File: src/rtl/myspi_master_if.sv
// Request/response bus between on-chip logic and the SPI register master.
// The requester uses the master modport; myspi_master uses the slave modport.
interface myspi_master_if;
    logic        start;
    logic        wr;
    logic [14:0] addr;
    logic [15:0] wdata;
    logic        busy;
    logic        done;
    logic [15:0] rdata;

    modport master (
        output start, wr, addr, wdata,
        input  busy, done, rdata
    );

    modport slave (
        input  start, wr, addr, wdata,
        output busy, done, rdata
    );
endinterface

File: src/rtl/myspi_master.sv
// SPI master issuing 32-bit register frames (command/address word, then data word),
// mode 0, MSB first; every output comes straight from a flop.
module myspi_master #(
    parameter int CLK_DIV  = 4,
    parameter int CS_SETUP = 4,
    parameter int CS_HOLD  = 4,
    parameter int CS_IDLE  = 4
) (
    input  logic          theClock,
    input  logic          theReset,
    myspi_master_if.slave bus,
    output logic          MySPI_cs,
    output logic          MySPI_clk,
    output logic          MySPI_sdo,
    input  logic          MySPI_sdi
);

    localparam int MAX_AB  = (CLK_DIV > CS_SETUP) ? CLK_DIV : CS_SETUP;
    localparam int MAX_CD  = (CS_HOLD > CS_IDLE) ? CS_HOLD : CS_IDLE;
    localparam int MAX_CYC = (MAX_AB > MAX_CD) ? MAX_AB : MAX_CD;
    localparam int CNT_W   = $clog2(MAX_CYC + 1);

    localparam logic [CNT_W-1:0] DIV_LAST   = CNT_W'(CLK_DIV - 1);
    localparam logic [CNT_W-1:0] SETUP_LAST = CNT_W'(CS_SETUP - 1);
    localparam logic [CNT_W-1:0] HOLD_LAST  = CNT_W'(CS_HOLD - 1);
    localparam logic [CNT_W-1:0] IDLE_LAST  = CNT_W'(CS_IDLE - 1);

    typedef enum logic [2:0] {
        IDLE,
        SETUP,
        HIGH,
        LOW,
        HOLD,
        GAP
    } state_t;

    state_t           state_q, state_d;
    logic [CNT_W-1:0] cnt_q, cnt_d;
    logic [4:0]       bit_q, bit_d;
    logic             last_q, last_d;
    logic [31:0]      tx_q, tx_d;
    logic [15:0]      rx_q, rx_d;
    logic [15:0]      rdata_q, rdata_d;
    logic             cs_q, cs_d;
    logic             sclk_q, sclk_d;
    logic             sdo_q, sdo_d;
    logic             busy_q, busy_d;
    logic             done_q, done_d;

    always_ff @(posedge theClock or negedge theReset) begin
        if (!theReset) begin
            state_q <= IDLE;
            cnt_q   <= '0;
            bit_q   <= '0;
            last_q  <= 1'b0;
            tx_q    <= '0;
            rx_q    <= '0;
            rdata_q <= '0;
            cs_q    <= 1'b1;
            sclk_q  <= 1'b0;
            sdo_q   <= 1'b0;
            busy_q  <= 1'b0;
            done_q  <= 1'b0;
        end else begin
            state_q <= state_d;
            cnt_q   <= cnt_d;
            bit_q   <= bit_d;
            last_q  <= last_d;
            tx_q    <= tx_d;
            rx_q    <= rx_d;
            rdata_q <= rdata_d;
            cs_q    <= cs_d;
            sclk_q  <= sclk_d;
            sdo_q   <= sdo_d;
            busy_q  <= busy_d;
            done_q  <= done_d;
        end
    end

    always_comb begin
        state_d = state_q;
        cnt_d   = cnt_q + CNT_W'(1);
        bit_d   = bit_q;
        last_d  = last_q;
        tx_d    = tx_q;
        rx_d    = rx_q;
        rdata_d = rdata_q;
        done_d  = 1'b0;

        case (state_q)
            IDLE: begin
                cnt_d = '0;
                if (bus.start) begin
                    tx_d    = {bus.wr, bus.addr, bus.wdata};
                    rx_d    = '0;
                    bit_d   = '0;
                    last_d  = 1'b0;
                    state_d = SETUP;
                end
            end
            SETUP: begin
                if (cnt_q == SETUP_LAST) begin
                    cnt_d   = '0;
                    state_d = HIGH;
                end
            end
            HIGH: begin
                if (cnt_q == DIV_LAST) begin
                    cnt_d   = '0;
                    last_d  = (bit_q == 5'd31);
                    state_d = LOW;
                end
            end
            LOW: begin
                if (cnt_q == DIV_LAST) begin
                    cnt_d   = '0;
                    state_d = last_q ? HOLD : HIGH;
                end
            end
            HOLD: begin
                if (cnt_q == HOLD_LAST) begin
                    cnt_d   = '0;
                    rdata_d = rx_q;
                    done_d  = 1'b1;
                    state_d = GAP;
                end
            end
            GAP: begin
                if (cnt_q == IDLE_LAST) begin
                    cnt_d   = '0;
                    state_d = IDLE;
                end
            end
            default: begin
                cnt_d   = '0;
                state_d = IDLE;
            end
        endcase

        // MISO is taken on the edge that raises SCLK, and only for the data word.
        if (state_d == HIGH && state_q != HIGH && bit_q[4]) begin
            rx_d = {rx_q[14:0], MySPI_sdi};
        end

        // The falling edge advances MOSI; the counter parks at 31 so it never wraps.
        if (state_d == LOW && state_q != LOW) begin
            tx_d  = {tx_q[30:0], 1'b0};
            bit_d = (bit_q == 5'd31) ? bit_q : bit_q + 5'd1;
        end

        cs_d   = !(state_d inside {SETUP, HIGH, LOW, HOLD});
        sclk_d = (state_d == HIGH);
        sdo_d  = cs_d ? 1'b0 : tx_d[31];
        busy_d = (state_d != IDLE);
    end

    assign MySPI_cs  = cs_q;
    assign MySPI_clk = sclk_q;
    assign MySPI_sdo = sdo_q;
    assign bus.busy  = busy_q;
    assign bus.done  = done_q;
    assign bus.rdata = rdata_q;

endmodule

File: src/flat_wrapper.sv
// flat-port wrapper written by rule: the top's interface ports become plain ports
module myspi_master_flat 
#(
    parameter int CLK_DIV  = 4,
    parameter int CS_SETUP = 4,
    parameter int CS_HOLD  = 4,
    parameter int CS_IDLE  = 4
)
  (theClock, theReset, MySPI_cs, MySPI_clk, MySPI_sdo, MySPI_sdi, bus_start, bus_wr, bus_addr, bus_wdata, bus_busy, bus_done, bus_rdata);
  myspi_master_if bus_i ();
  input  logic theClock;
  input  logic theReset;
  output logic MySPI_cs;
  output logic MySPI_clk;
  output logic MySPI_sdo;
  input  logic MySPI_sdi;
  input wire logic [$bits(bus_i.start)-1:0] bus_start;
  input wire logic [$bits(bus_i.wr)-1:0] bus_wr;
  input wire logic [$bits(bus_i.addr)-1:0] bus_addr;
  input wire logic [$bits(bus_i.wdata)-1:0] bus_wdata;
  output wire logic [$bits(bus_i.busy)-1:0] bus_busy;
  output wire logic [$bits(bus_i.done)-1:0] bus_done;
  output wire logic [$bits(bus_i.rdata)-1:0] bus_rdata;
  assign bus_i.start = bus_start;
  assign bus_i.wr = bus_wr;
  assign bus_i.addr = bus_addr;
  assign bus_i.wdata = bus_wdata;
  assign bus_busy = bus_i.busy;
  assign bus_done = bus_i.done;
  assign bus_rdata = bus_i.rdata;
  myspi_master #(.CLK_DIV(CLK_DIV), .CS_SETUP(CS_SETUP), .CS_HOLD(CS_HOLD), .CS_IDLE(CS_IDLE)) u_core (.theClock(theClock), .theReset(theReset), .bus(bus_i), .MySPI_cs(MySPI_cs), .MySPI_clk(MySPI_clk), .MySPI_sdo(MySPI_sdo), .MySPI_sdi(MySPI_sdi));
endmodule
File: config.mk
export PLATFORM = sky130hd
export DESIGN_NAME = myspi_master_flat
export DESIGN_NICKNAME = d
export VERILOG_FILES = /design/src/rtl/myspi_master_if.sv /design/src/rtl/myspi_master.sv /design/src/flat_wrapper.sv
export SDC_FILE = /design/constraint.sdc
export NUM_CORES = 1
export LEC_CHECK = 0
export CORE_MARGIN = 2
export CORE_UTILIZATION = 57
export CTS_CLUSTER_SIZE = 40
export DETAILED_ROUTE_END_ITERATION = 10
export GPL_TIMING_DRIVEN = 0
export PLACE_DENSITY_LB_ADDON = 0.15
export SETUP_SLACK_MARGIN = 0.05
export SKIP_LAST_GASP = 1
export SYNTH_ARGS = -nofsm -noshare
export SYNTH_HDL_FRONTEND = slang
export SYNTH_SLANG_ARGS = --single-unit
File: constraint.sdc
create_clock -name theClock -period 4.3 [get_ports theClock]
set_input_delay 0.645 -clock theClock [delete_from_list [all_inputs] [get_ports theClock]]
set_output_delay 0.645 -clock theClock [all_outputs]
set_load 0.02 [all_outputs]
==> flow_summary.json, run 1 <==
{
  "vias": 2626,
  "grt_max_degree": 46,
  "syn_to_final_growth_pct": 26.49,
  "path_clk_slew_ps": 80,
  "reg2reg_from": "u_core.cnt_q[0]",
  "core_area_um2": 5816,
  "grt_first_pass_wirelength_mm": 11.48,
  "leakage_nw": 1.993,
  "period_minus_slack_ps": 2102,
  "yosys.area.top_type_share_pct": 59.28,
  "synth_top_cell_by_area": "dfrtp_1",
  "async_reset_ff_share_pct": 100.0,
  "final_hold_viol_count": 0,
  "synth_common_cells": "nand2_1, dfrtp_1, o21ai_0, a22oi_1, inv_1",
  "place_congestion": 0.7900,
  "setup.worst_path.start": "u_core.MySPI_cs",
  "io-pin-count": 57,
  "utilization_pct": 73.45,
  "r2r_setup_slack_ps": 2390,
  "critPathCapture": "MySPI_cs",
  "peakVddDrop_v": 0.0003368,
  "synthTopCellsByArea": "dfrtp_1, nand2_1, a22oi_1",
  "fmax_ghz": 0.4758,
  "drcViolationCount": 0,
  "first_pass_iters": 5,
  "place_inst": 468,
  "fin_tns_setup_ps": 0,
  "cp_slowest_stage_delay_ps": 590,
  "cp.depth": 1,
  "path_cells": "clkdlybuf4s50_1",
  "synth_cell_types": 37,
  "status": "finished clean",
  "path_delay_family": "buffers and inverters",
  "worstSetupEndpointType": "output port",
  "synth_xor_area_share_pct": 0,
  "arrival_ps": 1460,
  "slew_headroom_pct": 68.19,
  "hp-class": "in -> async",
  "cts_made_buffers": 9,
  "synth_area_um2": 3377,
  "synthSimpleGateAreaFrac_pct": 17.04,
  "root_buffer": "clkbuf_8",
  "yosysMostFrequentCell": "nand2_1",
  "muxShareOfSynthArea_pct": 0.9633,
  "crit_slowest_cell": "clkdlybuf4s50_1",
  "hold_slack_ps": 237.7,
  "synthAdderAreaFrac_pct": 1.112,
  "synth_seq_area_share_pct": 60.06,
  "fin_nets": 443,
  "clock-sinks": 81,
  "cts-htree-levels": 3,
  "die_x_um": 80.97,
  "antenna_found_initial": 0,
  "critPathMaxFanout": 1,
  "p_per_area_nw_per_um2": 521.4,
  "ys_seq_elements": 81,
  "synth-compound-area-share_pct": 15.52,
  "worst_pin_slew_ps": 477.1,
  "post-dp-hpwl_mm": 4.710,
  "start_kind": "flop",
  "synth.avg_cell_area_um2": 10.05,
  "io_buffers": 56,
  "synth-edff-count": 0,
  "holdBufCountCts": 0,
  "grt_usage_pct": 23.20,
  "skew_ps": 10.50,
  "cts_tree": "done",
  "diodes": 0,
  "dr.first_iter.drc_count": 260,
  "clock_latency_ps": 350,
  "yosys_warnings": 0,
  "regToRegEndpoint": "u_core.bus.rdata[6]",
  "dieArea_um2": 6556,
  "drv_cap": 0,
  "synth_ff_type": "dfrtp_1",
  "die_y_um": 80.97,
  "min_period_over_period_pct": 48.88,
  "drive_gt1_share_pct": 7.335,
  "reg2reg_depth": 6,
  "drv_slew": 0,
  "syn_nets": 375,
  "fin_cells": 484,
  "wl_per_cell_um": 14.18,
  "cts_buffer_depth": 2,
  "routed_wirelength_mm": 6.863,
  "path_buf_inv": 1,
  "path_class": "reg -> out",
  "p_total_mw": 2.227,
  "synth_cells": 336,
  "synth_top_family_by_area": "simple AND/OR/NAND/NOR gates",
  "cp_data_required_time_ps": 3650,
  "start_util_pct": 58.07,
  "rsz0062_at_grt": "false",
  "fillerInstances": 411,
  "rows": 28,
  "vias_per_cell": 5.426,
  "gr-total-overflow": 0,
  "ctsResizeCount": 0,
  "first_global_vias": 2514,
  "setup_viol": 0,
  "ant_nets": 0,
  "post_cts_buffers": 0
}
==> flip-flops by register name (all words and copies together) (netlist names) <==
register and flops:
u_core.state_q 3, u_core.bit_q 5, u_core.MySPI_clk 1, u_core.bus.done 1
u_core.last_q 1, u_core.MySPI_sdo 1, u_core.bus.busy 1, u_core.rx_q 16
u_core.bus.rdata 16, u_core.MySPI_cs 1, u_core.cnt_q 3, u_core.tx_q 32
==> area by class of cell <==
cell class | count | area (um2) | area share (%)
Buffer | 21 | 92.59 | 2.168
Clock buffer | 14 | 162.7 | 3.808
Clock inverter | 2 | 60.06 | 1.406
Inverter | 23 | 86.33 | 2.021
Multi-Input combinational cell | 211 | 1170 | 27.39
Sequential cell | 81 | 2028 | 47.48
Tap cell | 75 | 93.84 | 2.197
Timing Repair Buffer | 57 | 578.1 | 13.53
==> cells by family (layout without fill, tap and decap cells) <==
family | Yosys count | count (layout)
compound gates | 77 | 77
fa+ha+maj | 3 | 3
buf+inv | 44 | 117
flops | 81 | 81
mux | 3 | 3
simple gates | 128 | 128
==> where the power goes <==
part | internal, mW | switching (mW)
Sequential | 0.975 | 0.111
Clock | 0.360 | 0.261
Combinational | 0.229 | 0.290
Total | 1.56 | 0.663
==> metal layers <==
metal	track usage (%)	wire length, um	vias to the layer above
met5	0	0	-
met4	10.17	142	0
met3	4.889	390	13
met2	37.27	3310	70
met1	30.65	3019	1266
li1	-	-	1277
==> per-stage QoR <==
stage,setup slack (ps),area (um2)
floorplan,2499,3377
CTS,2189,4272
global route,2138,4272
global placement,-185.9,4031
detailed placement,1875,4049
finish,2198,4272
==> worst min-delay path by stage <==
stage,startpoint,end,slack (ps),cells past startpoint
floorplan,theReset,u_core.MySPI_clk,350,0
global placement,u_core.cnt_q[0],u_core.cnt_q[0],420,1
detailed placement,u_core.cnt_q[0],u_core.cnt_q[0],440,1
CTS,theReset,u_core.MySPI_clk,260,1
global route,theReset,u_core.MySPI_clk,280,1
finish,theReset,u_core.MySPI_clk,240,1
==> layout by cell type (no fill, tap or decap), types with 4 or more instances in the layout <==
cell type	n
nand2_1	83
dfrtp_1	80
clkdlybuf4s50_1	55
o21ai_0	33
a22oi_1	31
inv_1	23
nand3_1	18
clkbuf_1	17
clkbuf_8	11
nor2_1	7
buf_2	5
nor3_1	4
No activity file was read; power rests on OpenSTA's default activity.
==> run 2: changes to the inputs <==
CORE_UTILIZATION = 47   (was 57)
clock period = 1.76 ns   (was 4.3 ns; I/O delays follow)
==> run 2 against run 1 <==
- the run now ends with setup timing left
- global-route usage is 3.7 points lower
- setup slack got worse by 2200 ps
- sequential power increased by 140%
- largest power group unchanged
- clock skew is 3.1 ps lower
- first-iteration DRC count shrank 40%
- critical path depth is 4 higher
- sequential share of layout area shrank 1.2 points
- sequential cell count did not move
- design area up 2.5%
==> flow_summary.json, run 2 (same netlist as run 1, synthesis figures left out) <==
{
  "status": "complete, but fails checks",
  "violations": "setup timing",
  "rows": 30,
  "drv_cap": 0,
  "p_clk_share_pct": 25.5,
  "leakage_nw": 2.047,
  "utilization_pct": 63.75,
  "arrival_ps": 2020,
  "p_sw_share_pct": 30.86,
  "gr-total-overflow": 0,
  "crit_slowest_cell": "or3b_4",
  "min_period_over_period_pct": 101.3,
  "p_per_area_nw_per_um2": 1228,
  "skew_ps": 7.442,
  "cts-htree-levels": 3,
  "cp_data_required_time_ps": 1990,
  "first_pass_iters": 4,
  "core_area_um2": 6869,
  "met3RoutedLength_um": 262,
  "seqPwrFrac_pct": 49.4,
  "vias_per_cell": 5.164,
  "drive_gt1_share_pct": 13.25,
  "cts_made_buffers": 9,
  "final_common_cell": "nand2_1",
  "rsz0062_at_grt": "true",
  "grt_first_pass_wirelength_mm": 11.80,
  "worstSetupEndpointType": "flop",
  "path_clk_slew_ps": 80,
  "dr.first_iter.drc_count": 156,
  "clock-sinks": 81,
  "path_delay_family": "compound AO/OA/AOI/OAI gates",
  "setup_viol": 1,
  "critPathMaxFanout": 6,
  "fin_cells": 511,
  "path_class": "reg -> reg",
  "peakVddDrop_v": 0.0006135,
  "pwr-share-comb_pct": 25.1,
  "grt_usage_pct": 19.46,
  "period_minus_slack_ps": 1783,
  "hp-class": "in -> async",
  "diodes": 0,
  "drv_slew": 0,
  "die_x_um": 88.77,
  "routed_wirelength_mm": 6.972,
  "dieArea_um2": 7879,
  "p_total_mw": 5.380,
  "first_global_vias": 2639,
  "power_switching_mw": 1.660,
  "setup_ws_ps": -22.75,
  "met1_length_mm": 3.191,
  "start_kind": "flop",
  "ant_nets": 0,
  "io_buffers": 56,
  "drcViolationCount": 0,
  "largest_register_ffs": 32,
  "worst_pin_slew_ps": 514.4,
  "die_y_um": 88.77,
  "fmax_ghz": 0.5609,
  "top_layer_used": "met4",
  "p_int_mw": 3.719,
  "cts_buffer_depth": 2,
  "wl_per_cell_um": 13.64,
  "layout.cells.most_common_list": "nand2_1, dfrtp_1, clkdlybuf4s50_1",
  "cts_tree": "done",
  "final_hold_viol_count": 0,
  "place_congestion": 0.7457,
  "post-dp-hpwl_mm": 4.770,
  "antenna_found_initial": 0,
  "regMostFlops": "u_core.tx_q",
  "grt_max_degree": 43,
  "io-pin-count": 57,
  "vias": 2639,
  "fin_nets": 449,
  "place_inst": 489,
  "path_cells": "ha_2, or3b_4, o21a_4, a21o_1, mux2_4",
  "root_buffer": "clkbuf_8",
  "path_buf_inv": 0,
  "syn_to_final_growth_pct": 29.68,
  "wl_met2_mm": 3.393,
  "fillerInstances": 570,
  "clock_latency_ps": 350,
  "start_util_pct": 49.16,
  "slew_headroom_pct": 65.71,
  "cp_slowest_stage_delay_ps": 410
}
[run 2: changes by cell type in the layout (fill, tap and decap cells not counted), moves of 2 or more]
cell,previous run,this run
nor2b_1,2,0
clkinv_4,0,2
clkinvlp_4,0,2
nor2b_2,0,2
clkbuf_2,0,8
clkbuf_1,17,2
buf_4,1,9
[run 2: cell type report]
class / instances / area (um2) / area share (%)
plain buffers: 21 / 122.6 / 2.800
clock buffers: 10 / 137.6 / 3.143
clock inverters: 6 / 67.56 / 1.543
inverters: 23 / 86.33 / 1.971
multi-input cells: 211 / 1192 / 27.23
flip-flops and latches: 81 / 2028 / 46.31
well taps: 96 / 120.1 / 2.743
repair buffers: 63 / 624.3 / 14.26
[run 2: layer usage]
layer | GRT usage (%) | up-vias
met5 | 0 | -
met4 | 8.678 | 0
met3 | 3.638 | 11
met2 | 31.68 | 51
li1 | - | 1285
met1 | 25.46 | 1292
[run 2: path summary, 6_finish.rpt]
kind                            startpoint                 to  slack [ps]  cells after the start
max                        u_core.cnt_q[0]    u_core.bit_q[0]         -20                      5
min                               theReset  u_core.state_q[0]         420                      2
max reg2reg                u_core.cnt_q[0]    u_core.bit_q[0]         -20                      5
min reg2reg                u_core.bit_q[3]    u_core.bit_q[3]         480                      1
max in group asynchronous         theReset     u_core.tx_q[3]         750                      3
min in group theClock      u_core.bit_q[3]    u_core.bit_q[3]         480                      1
[run 2: what timing repair did]
| action | 4_1_cts | 5_1_grt |
|---|---|---|
| setup endpoints to repair | 53 | 67 |
| pin swaps | 0 | 6 |
| resized for setup | 9 | 31 |
| hold endpoints to repair | 38 | 0 |
| buffers inserted | 3 | 2 |
| hold buffers | 1 | 0 |
[run 2: power by group through the flow]
stage,clock network (mW),registers (mW),logic (mW)
after detailed placement,0,2.68,1.26
after global placement,0,2.66,1.21
after global routing,1.48,2.72,1.55
after floorplan,0,2.65,0.868
final,1.37,2.66,1.35
after CTS,1.39,2.65,1.31
[run 2: per-stage QoR]
stage / hold slack [ps] / setup TNS [ps] / cell area [um2] / setup slack (ps)
floorplan: -31.59 / 0 / 3377 / 86.44
global placement: 425.1 / -207890 / 4058 / -2453
detailed placement: 277.1 / -12190 / 4075 / -292.8
CTS: 449.4 / -27.65 / 4327 / -19.12
global route: 487.3 / -273.9 / 4379 / -91.31
finish: 423.8 / -22.75 / 4379 / -22.75
==> run 3: changes to the inputs <==
CTS_BUF_LIST = sky130_fd_sc_hd__clkbuf_16   (was not set)
REMOVE_ABC_BUFFERS = 1   (was not set)
==> run 3 against run 2 <==
- the flow still finishes with violations (setup timing)
- global-route usage is 2.2 points higher
- cell count grew 1.2%
- clock power rose by 45%
- fmax is 4.3% lower
- clock skew about the same
- combinational power grew 15%
- critical path depth grew 1
- highest routed layer unchanged
==> flow_summary.json, run 3 (same netlist as run 1, synthesis figures left out) <==
{
  "pwr-share-comb_pct": 25.0,
  "drv_slew": 0,
  "cts_buffer_depth": 2,
  "setup_ws_ps": -102.9,
  "fin_nets": 455,
  "first_global_vias": 2585,
  "leakage_nw": 2.164,
  "place_inst": 468,
  "status": "complete, but fails checks",
  "dr.first_iter.drc_count": 224,
  "setup_viol": 6,
  "grt_usage_pct": 21.64,
  "peakVddDrop_v": 0.0006638,
  "power_switching_mw": 1.833,
  "start_util_pct": 49.16,
  "fmax_ghz": 0.5368,
  "min_period_over_period_pct": 105.8,
  "final_common_cell": "nand2_1",
  "cts-htree-levels": 3,
  "dpl_cell_area_um2": 3983,
  "first_pass_iters": 5,
  "drcViolationCount": 0,
  "drv_cap": 0,
  "violations": "setup timing",
  "cts_made_buffers": 9,
  "grt_first_pass_wirelength_mm": 12.81,
  "post-place-ws_ps": -703.2,
  "die_y_um": 88.77,
  "hp-class": "reg -> reg",
  "p_int_mw": 4.373,
  "io-pin-count": 57,
  "path_class": "reg -> reg",
  "slew_headroom_pct": 63.93,
  "wl_per_cell_um": 16.24,
  "die_x_um": 88.77,
  "r2r_setup_slack_ps": -100,
  "worstSetupEndpointType": "flop",
  "worst_pin_slew_ps": 541.0,
  "grt_max_degree": 42,
  "p_clk_share_pct": 31.8,
  "vias_per_cell": 5.244,
  "seqPwrFrac_pct": 43.2,
  "skew_ps": 7.041,
  "regMostFlops": "u_core.tx_q",
  "arrival_ps": 2070,
  "start_kind": "flop",
  "core_area_um2": 6869,
  "period_minus_slack_ps": 1863,
  "clock_latency_ps": 330,
  "largest_register_ffs": 32,
  "rsz0062_at_grt": "true",
  "diodes": 0,
  "clock-sinks": 81,
  "fin_tns_setup_ps": -238.1,
  "gr-total-overflow": 0,
  "syn_to_final_growth_pct": 38.83,
  "cts_tree": "done",
  "path_cells": "ha_2, or3b_4, buf_6, o21a_4, a21o_1, mux2_2",
  "critPathMaxFanout": 4,
  "place_congestion": 0.7537,
  "ant_nets": 0,
  "fin_cells": 517,
  "finalInstanceArea_um2": 4688,
  "io_buffers": 56,
  "antenna_found_initial": 0,
  "rows": 30,
  "cp_slowest_stage_delay_ps": 410,
  "vias": 2711,
  "path_clk_slew_ps": 60,
  "hold_slack_ps": 448.9,
  "dieArea_um2": 7879,
  "p_per_area_nw_per_um2": 1324,
  "drive_gt1_share_pct": 16.39,
  "final_hold_viol_count": 0,
  "routed_wirelength_mm": 8.397,
  "p_sw_share_pct": 29.54,
  "post-dp-hpwl_mm": 4.207,
  "layout.cells.most_common_list": "nand2_1, dfrtp_1, clkdlybuf4s50_1",
  "crit_slowest_cell": "or3b_4",
  "root_buffer": "clkbuf_16",
  "cp_data_required_time_ps": 1970
}
run 3: layer usage:
layer / vias to the layer above / wire, um / GRT usage (%)
met5: - / 0 / 0
met4: 0 / 116 / 9.504
met3: 8 / 406 / 3.825
met2: 69 / 4134 / 33.99
met1: 1311 / 3739 / 29.65
li1: 1323 / - / -
run 3: worst paths after layout:
check / startpoint / endpoint / cells after the start
min: u_core.cnt_q[0] / u_core.cnt_q[0] / 1
min in group asynchronous: theReset / u_core.tx_q[8] / 2
max: u_core.cnt_q[0] / u_core.bit_q[0] / 6
max in group asynchronous: theReset / u_core.MySPI_cs / 3
min reg2reg: u_core.cnt_q[0] / u_core.cnt_q[0] / 1
max reg2reg: u_core.cnt_q[0] / u_core.bit_q[0] / 6
run 3: cell type report:
cell class / count / area [um2]
multi-input cells: 217 / 1285
inverters: 23 / 86.33
well taps: 96 / 120.1
clock buffers: 9 / 225.2
fillers: 532 / 2181
repair buffers: 84 / 845.8
clock inverters: 7 / 93.84
flip-flops and latches: 81 / 2032
run 3: worst max-delay path: cells and delay by family, from the launching register on:
family / cells / cell delay, ps
buf+inv: 1 / 140
flops: 1 / 350
fa+ha+maj: 1 / 190
simple gates: 1 / 410
mux: 1 / 270
compound gates: 2 / 390
run 3: repair_timing:
action                                  in CTS  in global routing
endpoints found under the setup margin      72                 45
pin swaps                                    7                  6
endpoints found under the hold margin       40                  0
hold buffers                                 1                  0
gates cloned                                 4                  3
setup buffers                               21                  4
gates resized for setup                     12                 12
run 3: per-stage QoR:
step | power, mW | utilization (%)
after floorplan | 3.465 | -
after global placement | 3.828 | 57.72
after detailed placement | 3.900 | 57.98
after CTS | 6.110 | 66.45
after global routing | 6.574 | 68.25
final | 6.206 | 68.25
run 3: power by group through the flow:
stage	Combinational, mW	Clock [mW]	Sequential, mW
finish	1.55	1.98	2.68
global route	1.75	2.08	2.75
CTS	1.43	2.01	2.67
detailed placement	1.19	0	2.71
global placement	1.14	0	2.69
floorplan	0.798	0	2.67
==> RTL change, RTL diff (settings of run 3) <==
Take the reset off `tx_q`, `rx_q` and `rdata_q` and load them in a clocked block of their own.
--- a/src/rtl/myspi_master.sv
+++ b/src/rtl/myspi_master.sv
@@ -54,7 +54,4 @@
             bit_q   <= '0;
             last_q  <= 1'b0;
-            tx_q    <= '0;
-            rx_q    <= '0;
-            rdata_q <= '0;
             cs_q    <= 1'b1;
             sclk_q  <= 1'b0;
@@ -67,7 +64,4 @@
             bit_q   <= bit_d;
             last_q  <= last_d;
-            tx_q    <= tx_d;
-            rx_q    <= rx_d;
-            rdata_q <= rdata_d;
             cs_q    <= cs_d;
             sclk_q  <= sclk_d;
@@ -76,4 +70,10 @@
             done_q  <= done_d;
         end
+    end
+
+    always_ff @(posedge theClock) begin
+        tx_q    <= tx_d;
+        rx_q    <= rx_d;
+        rdata_q <= rdata_d;
     end
 
Check against the original RTL: no difference found for any inputs over 10 cycles, from zero or initial values and one cycle with theReset low; that may be too few to reach the edited logic, so the function may still have changed.
==> RTL change against run 3 <==
Cell area up 2.3%; power down 5.9%; global-route usage down 2.2 points; highest routed layer unchanged; non-clock buffer count up 8; sequential cell count unchanged; routed wire length down 13%; area after synthesis down 4.3%; the flow still finishes with violations (setup timing); setup slack worse by 0.056 ns; largest cell class unchanged; critical path depth down 1.
==> RTL change: results (changes against run 3) <==
stage,metric,value,unit,change
outcome,status,finished with violations,,
outcome,failing checks,setup timing,,
detailed_routing,DRT iter0 DRCs,155,,-31%
critical_path,CP top delay family,simple AND/OR/NAND/NOR gates,,
synthesis,"Seq/Total Area, Yosys",72.0,%,+12 points
global_routing,first-pass GRT wire length,10.7,mm,-17%
place,pre-CTS WS,-1.72,ns,-1.01 ns
power_and_ir_drop,Tot Pwr,5.84,mW,-5.9%
cells_and_area,bufs w/o clock,92,,+9.5%
detailed_routing,via/cell ratio,5.48,,+4.5%
global_routing,largest net degree at the start of global routing,19,,-55%
timing,Clock Skews,0.00754,ns,+0.000503 ns
timing,setup TNS,-5.55,ns,-5.31 ns
place,RD Place Congestion,0.788,,+4.5%
cells_and_area,fillcell total,408,,-23%
critical_path,CP endpoint,u_core.bit_q[0],,
power_and_ir_drop,internal power,4.30,mW,-1.6%
critical_path,crit-path max cell delay,0.43,ns,+0.02 ns
synthesis,fraction of synthesized area in multiplexers,1.55,%,+0.58 points
global_routing,total track usage,19.4,%,-2.2 points
synthesis,syn_area_per_cell,15.9,um2,+58%
cells_and_area,share of layout cells above drive strength 1,31.5,%,+15 points
cells_and_area,sequential cell area share,48.6,%,+5.3 points
cells_and_area,"Cell Count, Final, Fillers Out",385,,-26%
power_and_ir_drop,Comb power frac,24.3,%,-0.7 points
hold_path,worst hold path class,input pin to asynchronous set/reset pin,,
cells_and_area,multi-input combinational cell area,988,um2,-23%
critical_path,"Max FO, Critical Path",4,,unchanged
cells_and_area,max reg flops,32,,unchanged
synthesis,most instantiated cells after synthesis,"edfxtp_1, a22o_1, and2_1",,
critical_path,Worst R2R Path Depth,5,,-1
cells_and_area,"Net count, final",339,,-25%
global_routing,initial antenna violation count,0,,unchanged
global_routing,vias in the first global route,2028,,-22%
timing,Slew @ Worst Pin,0.793,ns,+0.252 ns
cells_and_area,"Most flops, register",u_core.tx_q,,
synthesis,Post-synth EDFFs,62,,+62
detailed_routing,total length of routed wires,7.29,mm,-13%
synthesis,post-synthesis xor/xnor area fraction,0.271,%,+0.27 points
timing,slack of the critical path,-0.159,ns,-0.0560 ns
detailed_routing,drt first pass iters,4,,-1
power_and_ir_drop,sequential share of power,43.5,%,+0.3 points
cells_and_area,buffer share of cell area,22.0,%,+4.0 points
synthesis,asr flop ratio synth,21.0,%,-79 points
place,dpl cells,329,,-30%
synthesis,ranking of synthesized cells by area,"edfxtp_1, dfrtp_1, a22o_1",,
place,hpwl dp,3.42,mm,-19%
critical_path,arrival time worst endpoint,2.14,ns,+0.07 ns
synthesis,synth unique cells,43,,+16%
cells_and_area,comb_multi_in,113,,-48%
cells_and_area,Clock Network Area Fraction,6.31,%,-0.50 points
synthesis,compound-gate portion of the synthesized area,12.3,%,-3.2 points
power_and_ir_drop,Peak VDD IR,0.00111,V,+67%
timing,Finish-stage setup viols,78,,+72
power_and_ir_drop,Leakage,1.81,nW,-17%
cells_and_area,inverter count,3,,-87%
synthesis,Adder-Cell Fraction of Synth Area,1.16,%,+0.049 points
==> RTL change: cell count changes in the layout (fill, tap and decap cells not counted), sizes merged, moves of 3 or more <==
cell and change:
and2 +20, inv -20, buf +9, a22o +31
dfrtp -64, o21ai -31, or2 +3, edfxtp +62
a22oi -31, nand2 -74, nand3 -17, nand4 -3
==> RTL change: metal layers <==
layer / GRT usage (%) / part of all wire, % / vias to the layer above
met3: 5.31 / 4.3 / 11
met2: 30.4 / 51 / 63
li1: - / - / 990
met1: 26.0 / 43 / 1045
met4: 7.24 / 1.2 / 0
met5: 0 / 0 / -
==> RTL change: repair_timing <==
item,in CTS,in global routing
setup buffers,22,11
pin swaps,29,25
gates resized for setup,34,25
endpoints found under the setup margin,119,101
cloned,9,2
==> RTL change: stage by stage <==
stage	hold slack [ns]	cell area [um2]
global placement	0.403	3820
global route	0.441	4800
finish	0.388	4800
detailed placement	0.411	3840
CTS	0.415	4670
floorplan	-0.0316	3160
